$ cat config.mk
export PLATFORM = sky130hd
export DESIGN_NAME = cu_seq_flat
export DESIGN_NICKNAME = d
export VERILOG_FILES = /design/src/rtl/cu_seq_if.sv /design/src/rtl/cu_seq.sv /design/src/flat_wrapper.sv
export SDC_FILE = /design/constraint.sdc
export NUM_CORES = 1
export LEC_CHECK = 0
export BUFFER_PORTS_ARGS = -buffer_cell sky130_fd_sc_hd__buf_2
export CORE_MARGIN = 4
export CORE_UTILIZATION = 39
export DETAILED_ROUTE_END_ITERATION = 10
export GPL_ROUTABILITY_DRIVEN = 0
export HOLD_SLACK_MARGIN = 0.06
export PLACE_DENSITY = 0.82
export SLEW_MARGIN = 40
export SYNTH_ARGS = -nofsm -noshare
export SYNTH_HDL_FRONTEND = slang
export SYNTH_SLANG_ARGS = --single-unit
$ cat constraint.sdc
create_clock -name clk -period 1.45 [get_ports clk]
set_input_delay 0.0725 -clock clk [delete_from_list [all_inputs] [get_ports clk]]
set_output_delay 0.0725 -clock clk [all_outputs]
set_load 0.005 [all_outputs]
$ cat src/rtl/cu_seq_if.sv
// cu_seq_if: ID-side instruction fields in, ID/EX control bundle out.
// master drives the instruction; slave is the control unit.
interface cu_seq_if #(
  parameter int REG_CNT   = 16,
  parameter int REG_IDX_W = $clog2(REG_CNT)
);
  logic                 valid_in;
  logic [1:0]           mode;
  logic [3:0]           op_code;
  logic                 S;
  logic                 imm;
  logic [REG_CNT-1:0]   reg_list;
  logic                 stall;
  logic                 flush;

  logic                 out_valid;
  logic [3:0]           exe_command;
  logic                 mem_read;
  logic                 mem_write;
  logic                 wb_enable;
  logic                 is_immediate;
  logic                 B;
  logic                 update_status;
  logic [REG_IDX_W-1:0] xfer_reg;
  logic [REG_IDX_W-1:0] xfer_offset;
  logic                 busy;

  modport master (
    output valid_in, mode, op_code, S, imm, reg_list, stall, flush,
    input  out_valid, exe_command, mem_read, mem_write, wb_enable,
           is_immediate, B, update_status, xfer_reg, xfer_offset, busy
  );

  modport slave (
    input  valid_in, mode, op_code, S, imm, reg_list, stall, flush,
    output out_valid, exe_command, mem_read, mem_write, wb_enable,
           is_immediate, B, update_status, xfer_reg, xfer_offset, busy
  );
endinterface

$ cat src/rtl/cu_seq.sv
// cu_seq: ID decode control unit, registered ID/EX controls.
// CU_SEQ_BLOCK_XFER_EN enables the mode 3 load/store-multiple sequencer.
module cu_seq #(
  parameter int REG_CNT   = 16,
  parameter int REG_IDX_W = $clog2(REG_CNT)
) (
  input logic     clk,
  input logic     rst,
  cu_seq_if.slave bus
);

  typedef struct packed {
    logic                 ov;
    logic [3:0]           cmd;
    logic                 mr;
    logic                 mw;
    logic                 wb;
    logic                 imm;
    logic                 b;
    logic                 us;
    logic [REG_IDX_W-1:0] xr;
    logic [REG_IDX_W-1:0] xo;
  } ctl_t;

  ctl_t ctl_q, ctl_d, dec;

  always_comb begin
    dec    = '0;
    dec.ov = 1'b1;
    unique case (bus.mode)
      2'd0: begin
        dec.imm = bus.imm;
        dec.us  = bus.S;
        dec.wb  = 1'b1;
        case (bus.op_code)
          4'b1101: dec.cmd = 4'b0001;
          4'b1111: dec.cmd = 4'b1001;
          4'b0100: dec.cmd = 4'b0010;
          4'b0101: dec.cmd = 4'b0011;
          4'b0010: dec.cmd = 4'b0100;
          4'b0110: dec.cmd = 4'b0101;
          4'b0000: dec.cmd = 4'b0110;
          4'b1100: dec.cmd = 4'b0111;
          4'b0001: dec.cmd = 4'b1000;
          4'b1010: begin
            dec.cmd = 4'b0100;
            dec.wb  = 1'b0;
            dec.us  = 1'b1;
          end
          4'b1000: begin
            dec.cmd = 4'b0110;
            dec.wb  = 1'b0;
            dec.us  = 1'b1;
          end
          default: dec.wb = 1'b0;
        endcase
      end
      2'd1: begin
        dec.imm = bus.imm;
        dec.cmd = 4'b0010;
        dec.mr  = bus.S;
        dec.wb  = bus.S;
        dec.mw  = ~bus.S;
      end
      2'd2: dec.b = 1'b1;
      default: ;
    endcase
  end

`ifdef CU_SEQ_BLOCK_XFER_EN
  typedef enum logic {IDLE, XFER} state_e;

  localparam logic [REG_CNT-1:0] ONE = REG_CNT'(1);

  state_e             state_q, state_d;
  logic [REG_CNT-1:0] rem_q, rem_d;
  logic               dir_q, dir_d;
  logic [REG_CNT-1:0] sel;
  logic               dirn;
  ctl_t               beat;

  function automatic logic [REG_IDX_W-1:0] lsb_idx(
    input logic [REG_CNT-1:0] v
  );
    lsb_idx = '0;
    for (int i = REG_CNT - 1; i >= 0; i--)
      if (v[i]) lsb_idx = REG_IDX_W'(i);
  endfunction

  // First beat comes straight from the list; later ones from remaining.
  always_comb begin
    sel     = (state_q == IDLE) ? bus.reg_list : rem_q;
    dirn    = (state_q == IDLE) ? bus.S : dir_q;
    beat    = '0;
    beat.ov = 1'b1;
    beat.cmd = 4'b0010;
    beat.mr = dirn;
    beat.wb = dirn;
    beat.mw = ~dirn;
    beat.xr = lsb_idx(sel);
    beat.xo = (state_q == IDLE) ? '0 : ctl_q.xo + REG_IDX_W'(1);
  end

  always_comb begin
    state_d = state_q;
    rem_d   = rem_q;
    dir_d   = dir_q;
    ctl_d   = ctl_q;
    if (bus.flush) begin
      state_d = IDLE;
      rem_d   = '0;
      ctl_d   = '0;
    end else if (!bus.stall) begin
      unique case (state_q)
        IDLE: begin
          ctl_d = '0;
          if (bus.valid_in) begin
            if (bus.mode == 2'b11 && |bus.reg_list) begin
              ctl_d = beat;
              rem_d = bus.reg_list & (bus.reg_list - ONE);
              dir_d = bus.S;
              if (|rem_d) state_d = XFER;
            end else begin
              ctl_d = dec;
            end
          end
        end
        XFER: begin
          ctl_d = beat;
          rem_d = rem_q & (rem_q - ONE);
          if (rem_d == '0) state_d = IDLE;
        end
      endcase
    end
  end

  always_ff @(posedge clk) begin
    if (rst) begin
      state_q <= IDLE;
      rem_q   <= '0;
      dir_q   <= 1'b0;
      ctl_q   <= '0;
    end else begin
      state_q <= state_d;
      rem_q   <= rem_d;
      dir_q   <= dir_d;
      ctl_q   <= ctl_d;
    end
  end

  assign bus.busy = (state_q == XFER);
`else
  logic unused_reg_list;
  assign unused_reg_list = ^bus.reg_list;

  always_comb begin
    ctl_d = ctl_q;
    if (bus.flush)
      ctl_d = '0;
    else if (!bus.stall)
      ctl_d = bus.valid_in ? dec : '0;
  end

  always_ff @(posedge clk) begin
    if (rst) ctl_q <= '0;
    else     ctl_q <= ctl_d;
  end

  assign bus.busy = 1'b0;
`endif

  assign bus.out_valid     = ctl_q.ov;
  assign bus.exe_command   = ctl_q.cmd;
  assign bus.mem_read      = ctl_q.mr;
  assign bus.mem_write     = ctl_q.mw;
  assign bus.wb_enable     = ctl_q.wb;
  assign bus.is_immediate  = ctl_q.imm;
  assign bus.B             = ctl_q.b;
  assign bus.update_status = ctl_q.us;
  assign bus.xfer_reg      = ctl_q.xr;
  assign bus.xfer_offset   = ctl_q.xo;

endmodule

$ cat src/flat_wrapper.sv
// flat-port wrapper written by rule: the top's interface ports become plain ports
module cu_seq_flat 
#(
  parameter int REG_CNT   = 16,
  parameter int REG_IDX_W = $clog2(REG_CNT)
)
  (clk, rst, bus_valid_in, bus_mode, bus_op_code, bus_S, bus_imm, bus_reg_list, bus_stall, bus_flush, bus_out_valid, bus_exe_command, bus_mem_read, bus_mem_write, bus_wb_enable, bus_is_immediate, bus_B, bus_update_status, bus_xfer_reg, bus_xfer_offset, bus_busy);
  cu_seq_if #(.REG_CNT(REG_CNT), .REG_IDX_W(REG_IDX_W)) bus_i ();
  input logic clk;
  input logic rst;
  input wire logic [$bits(bus_i.valid_in)-1:0] bus_valid_in;
  input wire logic [$bits(bus_i.mode)-1:0] bus_mode;
  input wire logic [$bits(bus_i.op_code)-1:0] bus_op_code;
  input wire logic [$bits(bus_i.S)-1:0] bus_S;
  input wire logic [$bits(bus_i.imm)-1:0] bus_imm;
  input wire logic [$bits(bus_i.reg_list)-1:0] bus_reg_list;
  input wire logic [$bits(bus_i.stall)-1:0] bus_stall;
  input wire logic [$bits(bus_i.flush)-1:0] bus_flush;
  output wire logic [$bits(bus_i.out_valid)-1:0] bus_out_valid;
  output wire logic [$bits(bus_i.exe_command)-1:0] bus_exe_command;
  output wire logic [$bits(bus_i.mem_read)-1:0] bus_mem_read;
  output wire logic [$bits(bus_i.mem_write)-1:0] bus_mem_write;
  output wire logic [$bits(bus_i.wb_enable)-1:0] bus_wb_enable;
  output wire logic [$bits(bus_i.is_immediate)-1:0] bus_is_immediate;
  output wire logic [$bits(bus_i.B)-1:0] bus_B;
  output wire logic [$bits(bus_i.update_status)-1:0] bus_update_status;
  output wire logic [$bits(bus_i.xfer_reg)-1:0] bus_xfer_reg;
  output wire logic [$bits(bus_i.xfer_offset)-1:0] bus_xfer_offset;
  output wire logic [$bits(bus_i.busy)-1:0] bus_busy;
  assign bus_i.valid_in = bus_valid_in;
  assign bus_i.mode = bus_mode;
  assign bus_i.op_code = bus_op_code;
  assign bus_i.S = bus_S;
  assign bus_i.imm = bus_imm;
  assign bus_i.reg_list = bus_reg_list;
  assign bus_i.stall = bus_stall;
  assign bus_i.flush = bus_flush;
  assign bus_out_valid = bus_i.out_valid;
  assign bus_exe_command = bus_i.exe_command;
  assign bus_mem_read = bus_i.mem_read;
  assign bus_mem_write = bus_i.mem_write;
  assign bus_wb_enable = bus_i.wb_enable;
  assign bus_is_immediate = bus_i.is_immediate;
  assign bus_B = bus_i.B;
  assign bus_update_status = bus_i.update_status;
  assign bus_xfer_reg = bus_i.xfer_reg;
  assign bus_xfer_offset = bus_i.xfer_offset;
  assign bus_busy = bus_i.busy;
  cu_seq #(.REG_CNT(REG_CNT), .REG_IDX_W(REG_IDX_W)) u_core (.clk(clk), .rst(rst), .bus(bus_i));
endmodule
**Word-level counts from Yosys, hierarchy flattened**

Cells that the tools add are included.

- Flip-flop bits (word level): 19
- Output and inout port bits: 20

- Equal/unequal tests: 12
- Multiplexer cells: 9
- Bitwise gates (word level): 1
- Reductions and logical operators: 7

Operators by type and width:

| cell | number |
|---|---|
| case mux 4 bit (9 select lines) | 1 |
| equality test 4 bit, second input constant | 5 |
| two-way mux 19 bit | 1 |
| equality test 4 x 3 -> 1 bit, second input constant | 3 |
| OR reduction 9 bit | 1 |
| case mux 4 bit (2 select lines) | 1 |
| OR reduction 2 bit | 4 |
| equality test 4 x 1 -> 1 bit, second input constant | 1 |
| equality test 4 x 2 -> 1 bit, second input constant | 1 |
| zero test 4 bit | 1 |
| two-way mux 1 bit | 4 |
| case mux 2 bit (2 select lines) | 1 |
| equality test 2 x 1 -> 1 bit, second input constant | 1 |
| equality test 2 bit, second input constant | 1 |
| zero test 2 bit | 1 |
| two-way mux 2 bit | 1 |
| NOT 1 bit | 1 |

**Logic depth before layout (Yosys ltp)**

Gate-level depths: netlist of the first run.

- Depth after elaboration: 5
- Depth in mapped cells: 5
- Mapped depth without buffers: 4

**Worst setup path after synthesis of the first run**

OpenSTA, ideal clock, no wires.

- Kind: input -> register
- From: input bus_op_code[3]
- To: register u_core.ctl_q, in the netlist u_core.bus.exe_command[0]
- Setup time: 0.128 ns
- Data arrival time: 0.664 ns
- Data required time: 1.322 ns
- Path slack: 0.658 ns
- Stages: 5
- Path buffers: 1
- Cell sequence: buf_2 xor2_1 nand2_1 a32oi_1 nor2_1

- Cells in the longest elaborated chain, start to end: 5
- Elaborated cells on any way between the ends: 16
- Those cells by class: 10 x eq/ne; 3 x mux; 3 x reduce/logical

RTL lines:

| element | line | RTL |
|---|---|---|
| start, declared | flat_wrapper.sv:13 | `input wire logic [$bits(bus_i.op_code)-1:0] bus_op_code;` |
| equality test 4 bit, or another cell as far along | cu_seq.sv:35 | `case (bus.op_code)` |
| OR reduction 2 bit (no line) | n/a |  |
| case mux 4 bit (9 select lines) * | cu_seq.sv:35 |  |
| case mux 4 bit (2 select lines) * | cu_seq.sv:30 | `unique case (bus.mode)` |
| two-way mux 19 bit * | cu_seq.sv:161 | `ctl_d = bus.valid_in ? dec : '0;` |
| end signal, assigned | cu_seq.sv:166 | `else ctl_q <= ctl_d;` |
| end, declared | cu_seq.sv:25 | `ctl_t ctl_q, ctl_d, dec;` |

Every way passes the cells marked *; elsewhere a longest branch is shown, timed or not.
A chain may end at the register's enable or synchronous reset.

**Worst setup path after layout of the first run**

- From: register u_core.ctl_q, in the netlist u_core.bus.mem_write
- To: output bus_mem_write

RTL lines:

| element | line | RTL |
|---|---|---|
| end, declared | flat_wrapper.sv:22 | `output wire logic [$bits(bus_i.mem_write)-1:0] bus_mem_write;` |

No word-level cell between the ends.

==> reports/results.txt, run 1 <==
RSZ-0062 raised after global routing -> false
Number of global-route vias before repair -> 444
Final non-filler cell total -> 106
Ant. Diodes -> 0
DRT iter0 DRCs -> 15
Largest net degree at the start of global routing -> 14
CP Buf/Inv Count -> 1
Vias per cell -> 4.90
RR Endpoint -> u_core.bus.is_immediate
Cts repair resizes -> 0
Hold path cells -> 3
Max FO, Critical Path -> 2
Final nets -> 121
Commonest non-fill, non-tap cells in the layout -> 23 x buf_2, 11 x dfxtp_1, 9 x conb_1
Pre-antenna DRT Iters -> 5
HP Class -> input pin to flip-flop
Syn Area/Cell -> 8.50 sq um
Layout cells sized above 1 -> 33.0%
Setup CP Type -> flip-flop to output pin
Initial core utilization -> 42.7%
WL/cell -> 11.1 um
Worst r2r path cells -> 2
Hold path startpoint -> bus_valid_in
Clock-pin slew on the worst setup and hold paths -> 0.07 ns
Slowest CP cell -> dfxtp_1
Clk_lat worst skew -> 0.27 ns
Sink Count -> 11
IO Pins -> 49
TritonCTS Buffers -> 3
DPL Wire Length -> 922 um
WHS Endpoint -> u_core.bus.out_valid
Tmin final -> 0.800 ns
Flops & latches, synth -> 11
Crit path DAT -> 0.73 ns
Distinct cell type count after synthesis -> 26
Leak pwr -> 0.000320 uW
Synthesized instance count -> 67
Cell count after placement -> 101
Final slew viol count -> 0
Hold WS -> 0.0764 ns
CP Launch Type -> flip-flop
CP max stage delay -> 0.34 ns
DIE AREA -> 2130 sq um
Place WS -> 0.359 ns
Post-synthesis cell area -> 569 sq um
Post-route clock period utilization -> 55.1%
Final WL -> 1.18 mm
CP required -> 1.38 ns
Final ANT Viol Nets -> 0
First-pass GRT wire length -> 1.89 mm
Critical Path Sink Type -> output pin
FF-to-FF setup slack -> 0.79 ns
GRT Util Overall -> 12.8%
Die height -> 46.2 um
Synth warn -> 0
Synthesis-to-layout area growth -> 20.9%
# DRC -> 0
Initial antenna violation count -> 0
Crit-path cells -> buf_2
Max VDD drop -> 0.000431 V
Fmax -> 1250 MHz
Status -> finished, final reports clean
H-Tree Depth -> 1
CTS Buffer Depth -> 2
Setup violators final -> 0
Via Count -> 519
# Max-Cap Violations -> 0
Final Hold Fails -> 0
Setup Skew -> 0 ns
CTS tree -> done
Buffers on Ports -> 23
Gr ovfl total -> 0
Fin util -> 51.6%
Leading cell type in the layout, fill and taps excluded -> buf_2
Core area -> 1330 sq um
Crit path max-delay family -> flip-flops
DIE WIDTH -> 46.2 um
Final setup TNS -> 0 ns
Setup WS post-layout -> 0.650 ns
PwrDens -> 866 nW/um^2
R2R Path Start -> u_core.bus.is_immediate
Number of core rows -> 13
Sequential area share after synthesis -> 38.7%
CTS root buf -> clkbuf_4
-- routing by layer --
metal / part of all wire, % / GRT usage (%)
met5: 0 / 0
met4: 0.93 / 6.82
met3: 13 / 5.08
met2: 48 / 20.6
met1: 38 / 14.4
-- sequential cells by signal, indices dropped and copies added (netlist names) --
signal / cells
u_core.bus.is_immediate: 1
u_core.bus.wb_enable: 1
u_core.bus.update_status: 1
u_core.bus.mem_write: 1
u_core.bus.exe_command: 4
u_core.bus.mem_read: 1
u_core.bus.out_valid: 1
u_core.bus.B: 1
-- cells in the mapped netlist (all sizes together) --
library cell	number	area, sq um
mux2i	1	10.0
nor2	8	30.0
nand3	3	20.0
nor4bb	1	10.0
o21ai	2	10.0
a31oi	1	6.26
xnor2	1	8.76
clkbuf	1	3.75
conb	1	3.75
dfxtp	11	220
xor2	1	8.76
or2	1	6.26
buf	11	77.6
nand2	6	22.5
a22oi	2	15.0
inv	1	3.75
a32oi	3	26.3
nor3b	1	18.8
o31a	1	8.76
a21oi	6	30.0
or3	1	6.26
nand2b	2	12.5
and2b	1	10.0
-- power breakdown --
group          switching (uW)  internal (uW)  total [uW]  leakage (uW)
clock network             101            107         208     0.0000150
registers                1.60            305         307     0.0000888
logic                    46.6           34.6        81.2      0.000217
total                     149            447         596      0.000320
-- final cells by class --
| type | instances | area, sq um |
|---|---|---|
| fillers | 145 | 646 |
| well taps | 15 | 18.8 |
| repair buffers | 24 | 125 |
| multi-input cells | 51 | 294 |
| flip-flops and latches | 11 | 220 |
| clock buffers | 4 | 26.3 |
| inverters | 1 | 3.75 |
-- repair_timing --
action | CTS | global route
hold endpoints to repair | 1 | 0
buffers inserted | 0 | 0
hold buffers | 1 | 0
endpoints found under the setup margin | 0 | 0
-- how the worst max path moves through the flow --
stage	slack, ns	end	cells after the start	startpoint
floorplan	0.66	u_core.bus.exe_command[0]	5	bus_op_code[3]
global placement	0.39	u_core.bus.wb_enable	5	bus_stall
detailed placement	0.36	u_core.bus.update_status	5	bus_stall
CTS	0.63	bus_mem_write	1	u_core.bus.mem_write
global route	0.57	u_core.bus.wb_enable	5	bus_stall
finish	0.65	bus_mem_write	1	u_core.bus.mem_write
-- kinds of logic after synthesis --
logic type	after synthesis	share of synthesized area, %
AOI/OAI and AO/OA	15	16.9
xor gates and xnor gates	2	3.08
buffers and inverters	13	14.9
DFF	11	38.7
muxes	1	1.76
other	1	0.659
and+or+nand+nor	24	24.0
-- per-stage QoR --
| step | total power, uW | instance area, sq um |
|---|---|---|
| 6_report | 596 | 688 |
| 3_3_place_gp | 390 | 652 |
| 2_1_floorplan | 377 | 599 |
| 5_1_grt | 634 | 688 |
| 3_5_place_dp | 392 | 652 |
| 4_1_cts | 610 | 688 |
(Power assumes the default switching activity.)
==> run 2: changes to the inputs <==
--- a/config.mk
+++ b/config.mk
@@ -5,13 +5,14 @@
 export SDC_FILE = /design/constraint.sdc
 export NUM_CORES = 1
 export LEC_CHECK = 0
+export ABC_AREA = 1
 export BUFFER_PORTS_ARGS = -buffer_cell sky130_fd_sc_hd__buf_2
 export CORE_MARGIN = 4
-export CORE_UTILIZATION = 39
+export CORE_UTILIZATION = 38
 export DETAILED_ROUTE_END_ITERATION = 10
 export GPL_ROUTABILITY_DRIVEN = 0
 export HOLD_SLACK_MARGIN = 0.06
-export PLACE_DENSITY = 0.82
+export PLACE_DENSITY = 0.77
 export SLEW_MARGIN = 40
 export SYNTH_ARGS = -nofsm -noshare
 export SYNTH_HDL_FRONTEND = slang
==> constraint.sdc (replaced) <==
create_clock -name clk -period 0.8 [get_ports clk]
set_input_delay 0.04 -clock clk [delete_from_list [all_inputs] [get_ports clk]]
set_output_delay 0.04 -clock clk [all_outputs]
set_load 0.005 [all_outputs]
==> run 2 against run 1 <==
Effect of this change: die area increased by 13%; register-to-register slack got worse by 0.69 ns; cell count increased by 32%; synthesized area increased by 13%; sequential power increased by 81%; flip-flop and latch count unchanged; non-clock buffer count increased by 4; combinational power increased by 130%; design area increased by 16%; power increased by 88%; clock skew unchanged; critical path type unchanged; critical endpoint is now bus_mem_read.
==> reports/results.txt, run 2 <==
Initial antenna violation count -> 0 (unchanged)
CTS root buf -> clkbuf_4 (unchanged)
Leak pwr -> 0.000401 uW (was 0.000320 uW)
Hold WS -> 0.0564 ns (was 0.0764 ns)
CP max stage delay -> 0.32 ns (was 0.34 ns)
Die height -> 49.2 um (was 46.2 um)
DPL Wire Length -> 1.11 mm (was 922 um)
DRT iter0 DRCs -> 6 (was 15)
Initial core utilization -> 41.3% (was 42.7%)
Max FO, Critical Path -> 2 (unchanged)
RSZ-0062 raised after global routing -> false (unchanged)
Final Hold Fails -> 0 (unchanged)
Place WS -> -0.00573 ns (was 0.359 ns)
Largest net degree at the start of global routing -> 12 (was 14)
Gr ovfl total -> 0 (unchanged)
Flops & latches, synth -> 11 (unchanged)
End point of the critical path -> bus_mem_read (was bus_mem_write)
Finished Cell Area -> 796 sq um (was 688 sq um)
Post-route clock period utilization -> 94.0%
Setup Skew -> 0 ns (unchanged)
Post-synth EDFFs -> 0 (unchanged)
Final slew viol count -> 0 (unchanged)
Asr flop ratio synth -> 0% (unchanged)
Clock-pin slew on the worst setup and hold paths -> 0.07 ns (about the same)
Ant. Diodes -> 0 (unchanged)
Area occupied by multi-input gates -> 335 sq um (was 294 sq um)
DIE AREA -> 2420 sq um (was 2130 sq um)
Fmax -> 1330 MHz
Layout cells sized above 1 -> 37.1% (was 33.0%)
Post-synth top area cell -> dfxtp_1 (unchanged)
Core area -> 1560 sq um (was 1330 sq um)
DP Area -> 754 sq um (was 652 sq um)
Leading cell type in the layout, fill and taps excluded -> nand2_1 (was buf_2)
Main flop type after synthesis -> dfxtp_1 (unchanged)
CTS tree -> done (unchanged)
Syn Area/Cell -> 6.71 sq um (was 8.50 sq um)
Sink Count -> 11 (unchanged)
First-pass GRT wire length -> 2.20 mm (was 1.89 mm)
HP Class -> input pin to flip-flop (unchanged)
Final WL -> 1.37 mm (was 1.18 mm)
Vias per cell -> 4.60 (was 4.90)
Area contributors post-synth -> dfxtp_1 34%, nand2_1 17%, buf_4 12% (was dfxtp_1 39%, buf_4 12%, a21oi_1 5.3%)
H-Tree Depth -> 1 (unchanged)
Synth top cells by count -> 29 x nand2_1, 11 x a21oi_1, 11 x dfxtp_1, 10 x buf_4 (was 11 x dfxtp_1, 9 x buf_4, 8 x nor2_1, 6 x a21oi_1, 6 x nand2_1)
CP startpoint -> u_core.bus.mem_read (was u_core.bus.mem_write)
Number of core rows -> 14 (was 13)
Reg area -> 225 sq um (was 220 sq um)
Fillers -> 174 (was 145)
Fin util -> 51.0% (was 51.6%)
# Max-Cap Violations -> 0 (unchanged)
Status -> finished, final reports clean (unchanged)
DIE WIDTH -> 49.2 um (was 46.2 um)
Area share of the largest cell type after synthesis -> 34.2% (was 38.7%)
Max VDD drop -> 0.00101 V (was 0.000431 V)
Synthesized instance count -> 96 (was 67)
Sequential area share after synthesis -> 34.2% (was 38.7%)
Final ANT Viol Nets -> 0 (unchanged)
Crit path DAT -> 0.71 ns (was 0.73 ns)
CP required -> 0.76 ns (was 1.38 ns)
Setup WS post-layout -> 0.0479 ns (was 0.650 ns)
Worst r2r path cells -> 3 (was 2)
Buffers on Ports -> 23 (unchanged)
Crit-path cells -> buf_2 (unchanged)
Power Total -> 1120 uW (was 596 uW)
Clk_lat worst skew -> 0.27 ns (about the same)
Synth warn -> 0 (unchanged)
TritonCTS Buffers -> 3 (unchanged)
PwrDens -> 1410 nW/um^2 (was 866 nW/um^2)
WL/cell -> 9.79 um (was 11.1 um)
Via Count -> 644 (was 519)
Setup violators final -> 0 (unchanged)
Number of global-route vias before repair -> 550 (was 444)
Pre-antenna DRT Iters -> 4 (was 5)
Final nets -> 154 (was 121)
Post-synthesis cell area -> 644 sq um (was 569 sq um)
Tmin final -> 0.752 ns
CP Depth -> 1 (unchanged)
FF-to-FF setup slack -> 0.10 ns (was 0.79 ns)
Max reg flops -> 4 (unchanged)
Crit path max-delay family -> flip-flops (unchanged)
Most frequent cell after synthesis -> nand2_1 (was dfxtp_1)
GRT Util Overall -> 11.8% (was 12.8%)
Distinct cell type count after synthesis -> 20 (was 26)
R2R Path Start -> u_core.bus.wb_enable (was u_core.bus.is_immediate)
CTS Buffer Depth -> 2 (unchanged)
Critical Path Sink Type -> output pin (unchanged)
Synthesis-to-layout area growth -> 23.5% (was 20.9%)
IO Pins -> 49 (unchanged)
# DRC -> 0 (unchanged)
Commonest non-fill, non-tap cells in the layout -> 29 x nand2_1, 23 x buf_2, 11 x a21oi_1 (was 23 x buf_2, 11 x dfxtp_1, 9 x conb_1)
CP Launch Type -> flip-flop (unchanged)
Setup CP Type -> flip-flop to output pin (unchanged)
CP Buf/Inv Count -> 1 (unchanged)
Slowest CP cell -> dfxtp_2 (was dfxtp_1)
RR Endpoint -> u_core.bus.wb_enable (was u_core.bus.is_immediate)
## run 2: cell count changes after synthesis, sizes merged, moves of 2 or more
| cell | previous run | this run |
|---|---|---|
| nand2 | 6 | 30 |
| a22oi | 2 | 0 |
| a32oi | 3 | 0 |
| a21oi | 6 | 12 |
| nand2b | 2 | 0 |
| o21ai | 2 | 4 |
| nor3 | 0 | 2 |
| nand3 | 3 | 6 |
| inv | 1 | 9 |
## run 2: repair_timing
action | in CTS | in global routing
gates resized for setup | 0 | 4
buffers inserted | 0 | 0
endpoints found under the hold margin | 1 | 0
hold buffers | 1 | 0
setup endpoints to repair | 0 | 4
## run 2: worst min-delay path by stage
stage | slack (ns) | cells after the start | end | start
4_1_cts | 0.07 | 3 | u_core.bus.mem_read | bus_S
3_5_place_dp | 0.32 | 3 | u_core.bus.is_immediate | bus_imm
3_3_place_gp | 0.32 | 3 | u_core.bus.is_immediate | bus_imm
2_1_floorplan | 0.19 | 2 | u_core.bus.mem_read | bus_S
6_report | 0.06 | 3 | u_core.bus.mem_read | bus_S
5_1_grt | 0.06 | 3 | u_core.bus.mem_read | bus_S
## run 2: layout make-up
class | count | area share, %
Multi-Input combinational cell | 72 | 42.1
Sequential cell | 11 | 28.3
Timing Repair Buffer | 28 | 19.5
Inverter | 9 | 4.25
Clock buffer | 4 | 3.30
Tap cell | 16 | 2.52
## run 2: per-stage QoR
step | std cells | setup TNS, ns
6_report | 140 | 0
5_1_grt | 140 | 0
4_1_cts | 140 | 0
3_5_place_dp | 135 | -0.00573
3_3_place_gp | 135 | 0
2_1_floorplan | 104 | 0
## run 2: worst min-delay path, cell delays in order
cell     delay (ns)
buf_2          0.12
nand3_2        0.07
a21oi_1        0.05
## run 2: cells by family (layout without fill, tap and decap cells)
kind of cell	Yosys count	after routing	share of synthesized area, %
compound gates	16	16	13.0
other cells	1	9	0.582
simple gates	47	47	33.8
flops	11	11	34.2
buf+inv	21	41	18.4
## run 2: power breakdown
group | switching (uW) | internal, uW
logic | 113 | 73.2
registers | 2.70 | 554
clock network | 186 | 193
## run 2: layer usage
| layer | vias to the layer above | global-route usage [%] | wire, um |
|---|---|---|---|
| met3 | 2 | 6.73 | 136 |
| met4 | 0 | 6.16 | 10 |
| met5 | - | 0 | 0 |
| met2 | 21 | 19.0 | 660 |
| li1 | 338 | - | - |
| met1 | 283 | 12.0 | 561 |
==> run 3: changes to the inputs <==
--- a/config.mk
+++ b/config.mk
@@ -8,11 +8,11 @@
 export ABC_AREA = 1
 export BUFFER_PORTS_ARGS = -buffer_cell sky130_fd_sc_hd__buf_2
 export CORE_MARGIN = 4
-export CORE_UTILIZATION = 38
+export CORE_UTILIZATION = 41
 export DETAILED_ROUTE_END_ITERATION = 10
 export GPL_ROUTABILITY_DRIVEN = 0
 export HOLD_SLACK_MARGIN = 0.06
-export PLACE_DENSITY = 0.77
+export PLACE_DENSITY = 0.82
 export SLEW_MARGIN = 40
 export SYNTH_ARGS = -nofsm -noshare
 export SYNTH_HDL_FRONTEND = slang
==> constraint.sdc (replaced) <==
create_clock -name clk -period 0.95 [get_ports clk]
set_input_delay 0.0475 -clock clk [delete_from_list [all_inputs] [get_ports clk]]
set_output_delay 0.0475 -clock clk [all_outputs]
set_load 0.005 [all_outputs]
==> run 3 against run 2 <==
Effect of this change: flip-flop and latch count is the same; register-to-register slack better by 0.14 ns; core utilization rose by 1.1 points; design area decreased by 2.5%; routed wire length rose by 0.22%; setup slack gained 0.13 ns; power shrank 17%.
==> reports/results.txt, run 3 (synthesis gave the netlist of run 2 again) <==
First-pass GRT wire length -> 2.05 mm (was 2.20 mm)
Setup Skew -> 0 ns (unchanged)
Final slew viol count -> 0 (unchanged)
Number of core rows -> 14 (unchanged)
CTS Buffer Depth -> 2 (unchanged)
Hold path startpoint -> bus_S (unchanged)
Leading cell type in the layout, fill and taps excluded -> nand2_1 (unchanged)
RSZ-0062 raised after global routing -> false (unchanged)
Setup violators final -> 0 (unchanged)
Number of global-route vias before repair -> 532 (was 550)
Setup CP Type -> flip-flop to output pin (unchanged)
Hold path cells -> 3 (unchanged)
DRT iter0 DRCs -> 6 (unchanged)
Final non-filler cell total -> 138 (was 140)
Ant. Diodes -> 0 (unchanged)
DP Area -> 739 sq um (was 754 sq um)
DPL Wire Length -> 1.12 mm (was 1.11 mm)
Core area -> 1490 sq um (was 1560 sq um)
WHS Endpoint -> u_core.bus.mem_read (unchanged)
Vias per cell -> 4.63 (was 4.60)
H-Tree Depth -> 1 (unchanged)
Die height -> 47.6 um (was 49.2 um)
Gr ovfl total -> 0 (unchanged)
Worst r2r path cells -> 3 (unchanged)
CP Launch Type -> flip-flop (unchanged)
Setup Buffers After CTS -> 0 (unchanged)
CTS root buf -> clkbuf_4 (unchanged)
RR Endpoint -> u_core.bus.wb_enable (unchanged)
CP required -> 0.90 ns (was 0.76 ns)
Synthesis-to-layout area growth -> 20.4% (was 23.5%)
CTS tree -> done (unchanged)
Area occupied by multi-input gates -> 335 sq um (unchanged)
Fillers -> 162 (was 174)
GRT Util Overall -> 13.2% (was 11.8%)
CP startpoint -> u_core.bus.mem_read (unchanged)
WL/cell -> 9.95 um (was 9.79 um)
# Max-Cap Violations -> 0 (unchanged)
Status -> finished, final reports clean (unchanged)
Final Hold Fails -> 0 (unchanged)
CP Buf/Inv Count -> 1 (unchanged)
TritonCTS Buffers -> 3 (unchanged)
HP Class -> input pin to flip-flop (unchanged)
PwrDens -> 1210 nW/um^2 (was 1410 nW/um^2)
Max FO, Critical Path -> 2 (unchanged)
Cell count after placement -> 133 (was 135)
FF-to-FF setup slack -> 0.24 ns (was 0.10 ns)
Leak pwr -> 0.000389 uW (was 0.000401 uW)
Clk_lat worst skew -> 0.27 ns (about the same)
Via Count -> 639 (was 644)
Sink Count -> 11 (unchanged)
IO Pins -> 49 (unchanged)
# DRC -> 0 (unchanged)
Layout cells sized above 1 -> 32.8% (was 37.1%)
Largest net degree at the start of global routing -> 12 (unchanged)
Initial core utilization -> 43.3% (was 41.3%)
Initial antenna violation count -> 0 (unchanged)
Clock-pin slew on the worst setup and hold paths -> 0.07 ns (about the same)
Crit path max-delay family -> flip-flops (unchanged)
Final ANT Viol Nets -> 0 (unchanged)
R2R Path Start -> u_core.bus.wb_enable (unchanged)
Slowest CP cell -> dfxtp_1 (was dfxtp_2)
DIE WIDTH -> 47.6 um (was 49.2 um)
Tmin final -> 0.768 ns
CP max stage delay -> 0.34 ns (was 0.32 ns)
Fmax -> 1300 MHz
Critical Path Sink Type -> output pin (unchanged)
Crit path DAT -> 0.72 ns (was 0.71 ns)
Final WL -> 1.37 mm (about the same)
Post-route clock period utilization -> 80.9%
Crit-path cells -> buf_2 (unchanged)
Final setup TNS -> 0 ns (unchanged)
Finished Cell Area -> 776 sq um (was 796 sq um)
Commonest non-fill, non-tap cells in the layout -> 29 x nand2_1, 23 x buf_2, 11 x a21oi_1, 11 x dfxtp_1, 9 x conb_1 (was 29 x nand2_1, 23 x buf_2, 11 x a21oi_1)
Max reg flops -> 4 (unchanged)
Reg area -> 220 sq um (was 225 sq um)
DIE AREA -> 2270 sq um (was 2420 sq um)
Pre-antenna DRT Iters -> 4 (unchanged)
Buffers on Ports -> 23 (unchanged)
Max VDD drop -> 0.000621 V (was 0.00101 V)
Final nets -> 152 (was 154)
==> run 3: cell types whose count changed in the layout (fill, tap and decap cells not counted), sizes merged <==
cell  before  now
buf       27   25
==> run 3: worst max-delay path by stage <==
stage | end | slack [ns] | depth (start not counted)
2_1_floorplan | u_core.bus.wb_enable | 0.26 | 3
3_3_place_gp | u_core.bus.wb_enable | 0.13 | 6
3_5_place_dp | u_core.bus.wb_enable | 0.12 | 6
4_1_cts | bus_mem_read | 0.16 | 1
5_1_grt | bus_exe_command[1] | 0.14 | 1
6_report | bus_mem_read | 0.18 | 1
==> run 3: layout make-up <==
class	instances	area share (%)
flip-flops and latches	11	28.4
multi-input cells	72	43.2
well taps	16	2.58
clock buffers	4	3.39
inverters	9	4.35
repair buffers	26	18.1
==> run 3: layer usage <==
layer	GRT usage [%]	share of wire (%)	vias up	wire length, um
met1	14.6	40	283	553
met4	4.84	0.95	0	13
met3	5.64	7.8	2	107
li1	-	-	334	-
met2	22.5	51	20	699
met5	0	0	-	0
==> run 3: power breakdown <==
part           total (uW)  internal [uW]  switching (uW)
combinational         151           56.6            94.0
sequential            468            466            2.42
clock                 317            163             155
total                 936            685             251
==> run 3: metrics by stage <==
step           worst slack (ns)  util, %  hold slack, ns  power [uW]
2_1_floorplan             0.264        -           0.200         594
3_3_place_gp              0.126     49.7           0.326         621
3_5_place_dp              0.117     49.7           0.333         626
4_1_cts                   0.165     52.1          0.0803         946
5_1_grt                   0.137     52.1          0.0899         989
6_report                  0.182     52.1          0.0805         936
==> run 3: repair_timing <==
item,CTS,global route
hold buffers,1,0
endpoints found under the setup margin,0,0
hold endpoints to repair,1,0
resized for setup,0,0
